## src/rtl/fc_argmax_decision_if.sv

```systemverilog
// Score stream in / decision out bundle for fc_argmax_decision.
// ARGMAX_MARGIN_EN adds the winner-to-runner-up margin signal.
interface fc_argmax_decision_if #(
  parameter int DATA_W = 12,
  parameter int IDX_W  = 4
);
  logic              valid_in;
  logic [DATA_W-1:0] data_in;
  logic              clear;
  logic [IDX_W-1:0]  decision;
  logic [DATA_W-1:0] max_value;
  logic              valid_out;
  logic              busy;
`ifdef ARGMAX_MARGIN_EN
  logic [DATA_W:0]   margin;

  modport master (
    output valid_in, data_in, clear,
    input  decision, max_value, valid_out,
    input  busy, margin
  );

  modport slave (
    input  valid_in, data_in, clear,
    output decision, max_value, valid_out,
    output busy, margin
  );
`else
  modport master (
    output valid_in, data_in, clear,
    input  decision, max_value, valid_out,
    input  busy
  );

  modport slave (
    input  valid_in, data_in, clear,
    output decision, max_value, valid_out,
    output busy
  );
`endif
endinterface

```

## src/rtl/fc_argmax_decision.sv

```systemverilog
// Running signed argmax over one FC score per class; emits winner per frame.
// ARGMAX_MARGIN_EN also tracks the runner-up and reports max - second.
module fc_argmax_decision #(
  parameter int NUM_CLASSES = 10,
  parameter int DATA_W      = 12,
  parameter int IDX_W       = 4
) (
  input logic clk,
  input logic rst_n,
  fc_argmax_decision_if.slave bus
);

  typedef logic signed [DATA_W-1:0] score_t;
  typedef logic [IDX_W-1:0] idx_t;

  localparam idx_t LAST = IDX_W'(NUM_CLASSES - 1);

  idx_t   cnt, cnt_nx;
  idx_t   run_idx, run_idx_nx;
  idx_t   dec, dec_nx;
  score_t run_max, run_max_nx;
  score_t max_q, max_nx;
  logic   vout, vout_nx;

  score_t din;
  logic   acc, first, last;
  logic   take, fin, step;
  score_t win_val;
  idx_t   win_idx;

  assign din   = $signed(bus.data_in);
  assign acc   = bus.valid_in & ~bus.clear;
  assign first = (cnt == '0);
  assign last  = (cnt == LAST);
  assign fin   = acc & last;
  assign step  = acc & ~last;

  // Strict compare keeps the earliest index on ties.
  assign take    = first || (din > run_max);
  assign win_val = take ? din : run_max;
  assign win_idx = take ? cnt : run_idx;

`ifdef ARGMAX_MARGIN_EN
  localparam score_t MOST_NEG =
    {1'b1, {(DATA_W-1){1'b0}}};

  score_t          sec, sec_nx, sec_win;
  logic [DATA_W:0] mar, mar_nx;

  // Displaced max becomes runner-up; equal-to-max lands here too.
  always_comb begin
    sec_win = sec;
    if (first)
      sec_win = MOST_NEG;
    else if (din > run_max)
      sec_win = run_max;
    else if (din > sec)
      sec_win = din;
  end
`endif

  always_comb begin
    cnt_nx     = cnt;
    run_max_nx = run_max;
    run_idx_nx = run_idx;
    dec_nx     = dec;
    max_nx     = max_q;
    vout_nx    = 1'b0;
`ifdef ARGMAX_MARGIN_EN
    sec_nx     = sec;
    mar_nx     = mar;
`endif
    unique case (1'b1)
      bus.clear: begin
        cnt_nx     = '0;
        run_max_nx = '0;
        run_idx_nx = '0;
`ifdef ARGMAX_MARGIN_EN
        sec_nx     = MOST_NEG;
`endif
      end
      fin: begin
        cnt_nx     = '0;
        run_max_nx = '0;
        run_idx_nx = '0;
        dec_nx     = win_idx;
        max_nx     = win_val;
        vout_nx    = 1'b1;
`ifdef ARGMAX_MARGIN_EN
        sec_nx     = MOST_NEG;
        mar_nx     = {win_val[DATA_W-1], win_val}
                   - {sec_win[DATA_W-1], sec_win};
`endif
      end
      step: begin
        cnt_nx     = cnt + IDX_W'(1);
        run_max_nx = win_val;
        run_idx_nx = win_idx;
`ifdef ARGMAX_MARGIN_EN
        sec_nx     = sec_win;
`endif
      end
      default: begin
      end
    endcase
  end

  always_ff @(posedge clk or negedge rst_n) begin
    if (!rst_n) begin
      cnt     <= '0;
      run_max <= '0;
      run_idx <= '0;
      dec     <= '0;
      max_q   <= '0;
      vout    <= 1'b0;
    end else begin
      cnt     <= cnt_nx;
      run_max <= run_max_nx;
      run_idx <= run_idx_nx;
      dec     <= dec_nx;
      max_q   <= max_nx;
      vout    <= vout_nx;
    end
  end

`ifdef ARGMAX_MARGIN_EN
  always_ff @(posedge clk or negedge rst_n) begin
    if (!rst_n) begin
      sec <= MOST_NEG;
      mar <= '0;
    end else begin
      sec <= sec_nx;
      mar <= mar_nx;
    end
  end

  assign bus.margin = mar;
`endif

  assign bus.decision  = dec;
  assign bus.max_value = max_q;
  assign bus.valid_out = vout;
  assign bus.busy      = (cnt != '0);

endmodule

```

## src/flat_wrapper.sv

```systemverilog
// flat-port wrapper written by rule: the top's interface ports become plain ports
module fc_argmax_decision_flat 
#(
  parameter int NUM_CLASSES = 10,
  parameter int DATA_W      = 12,
  parameter int IDX_W       = 4
)
  (clk, rst_n, bus_valid_in, bus_data_in, bus_clear, bus_decision, bus_max_value, bus_valid_out, bus_busy);
  fc_argmax_decision_if #(.DATA_W(DATA_W), .IDX_W(IDX_W)) bus_i ();
  input logic clk;
  input logic rst_n;
  input wire logic [$bits(bus_i.valid_in)-1:0] bus_valid_in;
  input wire logic [$bits(bus_i.data_in)-1:0] bus_data_in;
  input wire logic [$bits(bus_i.clear)-1:0] bus_clear;
  output wire logic [$bits(bus_i.decision)-1:0] bus_decision;
  output wire logic [$bits(bus_i.max_value)-1:0] bus_max_value;
  output wire logic [$bits(bus_i.valid_out)-1:0] bus_valid_out;
  output wire logic [$bits(bus_i.busy)-1:0] bus_busy;
  assign bus_i.valid_in = bus_valid_in;
  assign bus_i.data_in = bus_data_in;
  assign bus_i.clear = bus_clear;
  assign bus_decision = bus_i.decision;
  assign bus_max_value = bus_i.max_value;
  assign bus_valid_out = bus_i.valid_out;
  assign bus_busy = bus_i.busy;
  fc_argmax_decision #(.NUM_CLASSES(NUM_CLASSES), .DATA_W(DATA_W), .IDX_W(IDX_W)) u_core (.clk(clk), .rst_n(rst_n), .bus(bus_i));
endmodule
```

## config.mk

```make
export PLATFORM = sky130hd
export DESIGN_NAME = fc_argmax_decision_flat
export DESIGN_NICKNAME = d
export VERILOG_FILES = /design/src/rtl/fc_argmax_decision_if.sv /design/src/rtl/fc_argmax_decision.sv /design/src/flat_wrapper.sv
export SDC_FILE = /design/constraint.sdc
export NUM_CORES = 1
export LEC_CHECK = 0
export BUFFER_PORTS_ARGS = -buffer_cell sky130_fd_sc_hd__buf_2
export CAP_MARGIN = 20
export CORE_MARGIN = 2
export CORE_UTILIZATION = 50
export DETAILED_ROUTE_END_ITERATION = 8
export PLACE_DENSITY = 0.72
export SYNTH_ARGS = -nofsm -noshare
export SYNTH_HDL_FRONTEND = slang
export SYNTH_SLANG_ARGS = --single-unit
```

## constraint.sdc

```tcl
create_clock -name clk -period 2.3 [get_ports clk]
set_clock_uncertainty 0.05 [all_clocks]
set_input_delay 0.46 -clock clk [delete_from_list [all_inputs] [get_ports clk]]
set_output_delay 0.46 -clock clk [all_outputs]
set_load 0.01 [all_outputs]
```

==> After elaboration in Yosys (flattened, before gate mapping) <==
Cells that the tools add are included.
{ "word_totals": {"regBits": 37, "output_inout_bits": 18, "elab_cells": 25} }
{ "classes": {"addsub": 1, "magnitude_cmp": 1, "n_eq_ne": 1, "n_mux": 6, "bitwise_logic": 5, "reduce_logical": 5} }
{ "op_table": {"columns": ["operator", "count"], "rows": [
  ["$pmux W12 S2", 1],
  ["$pmux W4 S2", 2],
  ["$gt A12 B12 Y1", 1],
  ["$mux W12", 1],
  ["$add A4 B1 Y4 const B", 1],
  ["$eq A4 B4 Y1 const B", 1],
  ["$logic_not A4 Y1", 1],
  ["$mux W4", 1],
  ["$reduce_bool A4 Y1", 1],
  ["$and A1 B1 Y1", 3],
  ["$not A1 Y1", 2],
  ["$reduce_bool A2 Y1", 1],
  ["$reduce_or A2 Y1", 1],
  ["$logic_or A1 B1 Y1", 1],
  ["$mux W1", 1]
]} }

==> Logic depth before layout (Yosys ltp) <==
{ "depth": {"word_depth": 5, "depth_mapped": 9} }

==> Worst setup path before layout <==
Ideal clock, no wire load.
{ "synth_timing": {"kind": "in2reg", "from": "input bus_data_in[9]", "to": "register u_core.run_idx[0]", "setup_ns": 0.121, "arrival_time_ns": 2.280, "required_time_ns": 2.129, "slack_ns": -0.151, "cell_stages": 7, "n_path_buf": 1, "path_cell_list": "ha_1 a21o_1 a2111o_1 o31ai_4 a21oi_1 buf_2 a22o_1"} }
{ "synth_via": {"elab_chain_len": 4} }
{ "synth_lines": {"columns": ["element", "line_no", "text"], "rows": [
  ["start: declaration", "flat_wrapper.sv:13", "input wire logic [$bits(bus_i.data_in)-1:0] bus_data_in;"],
  ["$gt A12 B12 Y1", "fc_argmax_decision.sv:39", "assign take = first || (din > run_max);"],
  ["$logic_or A1 B1 Y1", "fc_argmax_decision.sv:39", null],
  ["$mux W4", "fc_argmax_decision.sv:41", "assign win_idx = take ? cnt : run_idx;"],
  ["$pmux W4 S2", "fc_argmax_decision.sv:73", "unique case (1'b1)"],
  ["end signal: assignment", "fc_argmax_decision.sv:119", "run_idx <= run_idx_nx;"],
  ["end: declaration", "fc_argmax_decision.sv:19", "idx_t run_idx, run_idx_nx;"]
]} }
No other way between the ends.
A chain may end at the register's enable or synchronous reset.

==> Worst setup path in the final report <==
{ "layout_timing": {"from": "register u_core.run_max[9]", "to": "register u_core.run_max[7]"} }
{ "layout_via": {"elab_chain_len": 4} }
{ "layout_lines": {"columns": ["element", "line_no", "text"], "rows": [
  ["start: declaration", "fc_argmax_decision.sv:21", "score_t run_max, run_max_nx;"],
  ["start signal: assignment", "fc_argmax_decision.sv:118", "run_max <= run_max_nx;"],
  ["$gt A12 B12 Y1", "fc_argmax_decision.sv:39", null],
  ["$logic_or A1 B1 Y1", "fc_argmax_decision.sv:39", null],
  ["$mux W12", "fc_argmax_decision.sv:40", "assign win_val = take ? din : run_max;"],
  ["$pmux W12 S2", "fc_argmax_decision.sv:73", null]
]} }
No other way between the ends.

==> flow_summary_export.csv <==
group,metric,value,unit
sta,finalHoldViolCount,0,
synthesis,ys_ff_latch,37,
place,place_area,2250,µm²
route,drtIter0Drc,120,
sta,fin_crit_sh,98.3,%
sta,relSlewSlack,44.4,%
die,die_h,66.2,µm
cells_and_area,area_growth,22.2,%
route,first_pass_iters,4,
synthesis,synth.top_cell.area_share,47.8,%
flow_run,maxCapViolations,0,
global_routing,first_global_vias,1567,
route,wire_per_inst,15.3,µm
cells_and_area,antenna_cells,0,
clocking,cts_buffers,5,
synthesis,ys_top_cells_by_area,"dfrtp_1 (48%), ha_1 (9.7%), a22o_1 (7.2%)",
synthesis,yosys_warnings,0,
clocking,cts_max_path_buffers,2,
pwr,vdd_drop_max,390,µV
global_routing,grt_max_degree,38,
critical_path,r2r_slack,0.04,ns
synthesis,syn-num-nets,228,
place,place_hpwl,3120,µm
clocking,cts_tree,"done",
critical_path,critPathArrivalTime,2.44,ns
cells_and_area,nets,277,
critical_path,end_kind,"flip-flop",
die,io_pins,34,
synthesis,synth_xor_area_share,0.452,%
outcome,status,"complete, no violations",
global_routing,grt_first_pass_wirelength,7440,µm
clocking,clockRootBuffer,"clkbuf_8",
route,remaining_drc_errors,0,
sta,setup_violations,0,
critical_path,path_class,"reg -> reg",
cells_and_area,register_area,926,µm²
synthesis,synth_top_cells_by_count,"dfrtp_1 (37), a21oi_1 (21), o21ai_0 (19)",
global_routing,antenna_found_initial,0,
route,via_per_inst,5.66,
clocking,cts.sinks,37,
synthesis,yosys-mux-area-fraction,0,%
sta,drv_slew,0,
clocking,clk_pin_slew,0.07,ns
clocking,clock_latency,0.29,ns
pwr,power_per_cell_area,617,nW/µm²
cells_and_area,multi_input_area,912,µm²
die,core,3690,µm²
cells_and_area,finish.instance_area,2370,µm²
synthesis,synth_cell_types,31,
sta,fmax,0.442,GHz
critical_path,cp-start-kind,"flip-flop",
route,routed_wirelength,4490,µm
worst_hold_path,min_path_type,"in -> async",
synthesis,syn_area_per_cell,9.83,µm²
synthesis,synth.most_common_cell,"dfrtp_1",
synthesis,synthAdderAreaFrac,9.69,%
synthesis,netlist_area,1940,µm²
synthesis,synth_simple_gate_area_share,8.53,%
critical_path,cp.required,2.47,ns
synthesis,syn_inst,197,
clocking,htreeDepth,2,
route,num_vias,1663,
sta,postLayoutSetupSlackWorst,0.0392,ns
sta,rsz0062_at_grt,"yes",
synthesis,synth_top_family_by_area,"compound AO/OA/AOI/OAI gates",
die,initial_utilization,52.5,%
cells_and_area,fillers,308,
pwr,total_leakage_power,1.16,nW
synthesis,synth_compound_area_share,27.6,%
die,die_x,66.2,µm
sta,tightest_slew,0.834,ns
die,fp.dieArea,4390,µm²
critical_path,critPathMaxFanout,8,
global_routing,gr-usage-all-layers,22.8,%
synthesis,synthArstFlopShare,100,%
synthesis,yosysTopAreaCell,"dfrtp_1",
place,gp_congestion,0.791,
place,port_buffers,33,
global_routing,overflow,0,
place,post-place-ws,-0.125,ns
synthesis,synthFlopType,"dfrtp_1",
cells_and_area,drive_above_1_share,26.0,%
sta,finalCriticalPeriod,2.26,ns
route,ant_nets,0,
sta,whs,0.216,ns
synthesis,synth_edf_count,0,
synthesis,ys_seq_area_share,47.8,%
die,rows,22,
cells in the final DEF, fill, tap and decap left out, types with 2 or more instances in the layout:
cell	netlist	routed
nand3_1	3	3
inv_1	16	15
ha_1	15	14
a31oi_1	14	14
clkbuf_8	0	6
nand2_1	7	7
inv_2	1	2
buf_2	2	33
buf_6	1	2
a21o_1	2	2
o21ai_1	0	3
a22o_1	16	16
buf_4	0	17
nor2_1	18	18
o21ai_0	19	16
dfrtp_1	37	37
nand4_1	3	3
a21oi_1	21	20
worst max-delay path: stages (launching register included):
cell	delay, ns
dfrtp_1	0.41
inv_2	0.08
ha_4	0.20
a21o_1	0.15
a2111o_1	0.40
o31a_1	0.30
o32ai_4	0.30
buf_6	0.17
a22o_1	0.14
what timing repair did:
action | 4_1_cts | 5_1_grt
setup endpoints to repair | 0 | 23
resized for setup | 0 | 6
hold buffers | 0 | 0
setup buffers | 0 | 2
metrics by stage:
| step | std cells | setup TNS, ns | total power [mW] | utilization, % |
|---|---|---|---|---|
| 6_report | 294 | 0 | 1.46 | 64.2 |
| 5_1_grt | 294 | -0.585 | 1.54 | 64.2 |
| 4_1_cts | 292 | 0 | 1.46 | 63.5 |
| 3_5_place_dp | 285 | -1.94 | 1.00 | 61.1 |
| 3_3_place_gp | 285 | -1.51 | 0.997 | 61.1 |
| 2_1_floorplan | 197 | -0.117 | 0.880 | - |
logic make-up (layout without fill, tap and decap cells):
logic type,count (synthesis),in the layout
buffers and inverters,28,77
adders and majority gates,15,15
xor gates and xnor gates,1,1
and+or+nand+nor,37,37
DFF,37,37
AOI/OAI and AO/OA,79,79
final timing paths:
check / depth (start not counted) / end / from
setup reg to reg: 8 / u_core.run_max[7] / u_core.run_max[9]
hold reg to reg: 2 / u_core.bus.decision[3] / u_core.bus.decision[3]
hold / removal: 1 / u_core.bus.max_value[8] / rst_n
min in group clk: 2 / u_core.cnt[2] / bus_clear
max in group asynchronous: 1 / u_core.bus.max_value[6] / rst_n
setup / recovery: 8 / u_core.run_max[7] / u_core.run_max[9]
cell type report:
| class | instances | area share [%] |
|---|---|---|
| timing repair buffer | 52 | 13.3 |
| sequential | 37 | 39.1 |
| multi-input combinational | 132 | 38.5 |
| clock buffer | 7 | 3.65 |
| inverter | 18 | 2.85 |
| tap | 48 | 2.54 |
flip-flops by register name (all words and copies together), names as in the netlist:
register and flops:
u_core.bus.decision 4, u_core.bus.max_value 12, u_core.bus.valid_out 1, u_core.cnt 4, u_core.run_idx 4, u_core.run_max 12
power breakdown:
part	switching (mW)	internal, mW	leakage (nW)
logic	0.172	0.120	0.624
registers	0.0257	0.683	0.495
clock network	0.222	0.238	0.0443
layer usage:
metal  up-vias  routed length (µm)  track usage, %
met1       810                2210            32.4
met2        30                2030            34.3
li1        815                   -               -
met3         8                 203            5.11
met4         0                  54            7.40
met5         -                   0               0
No activity file was read; power rests on OpenSTA's default activity.
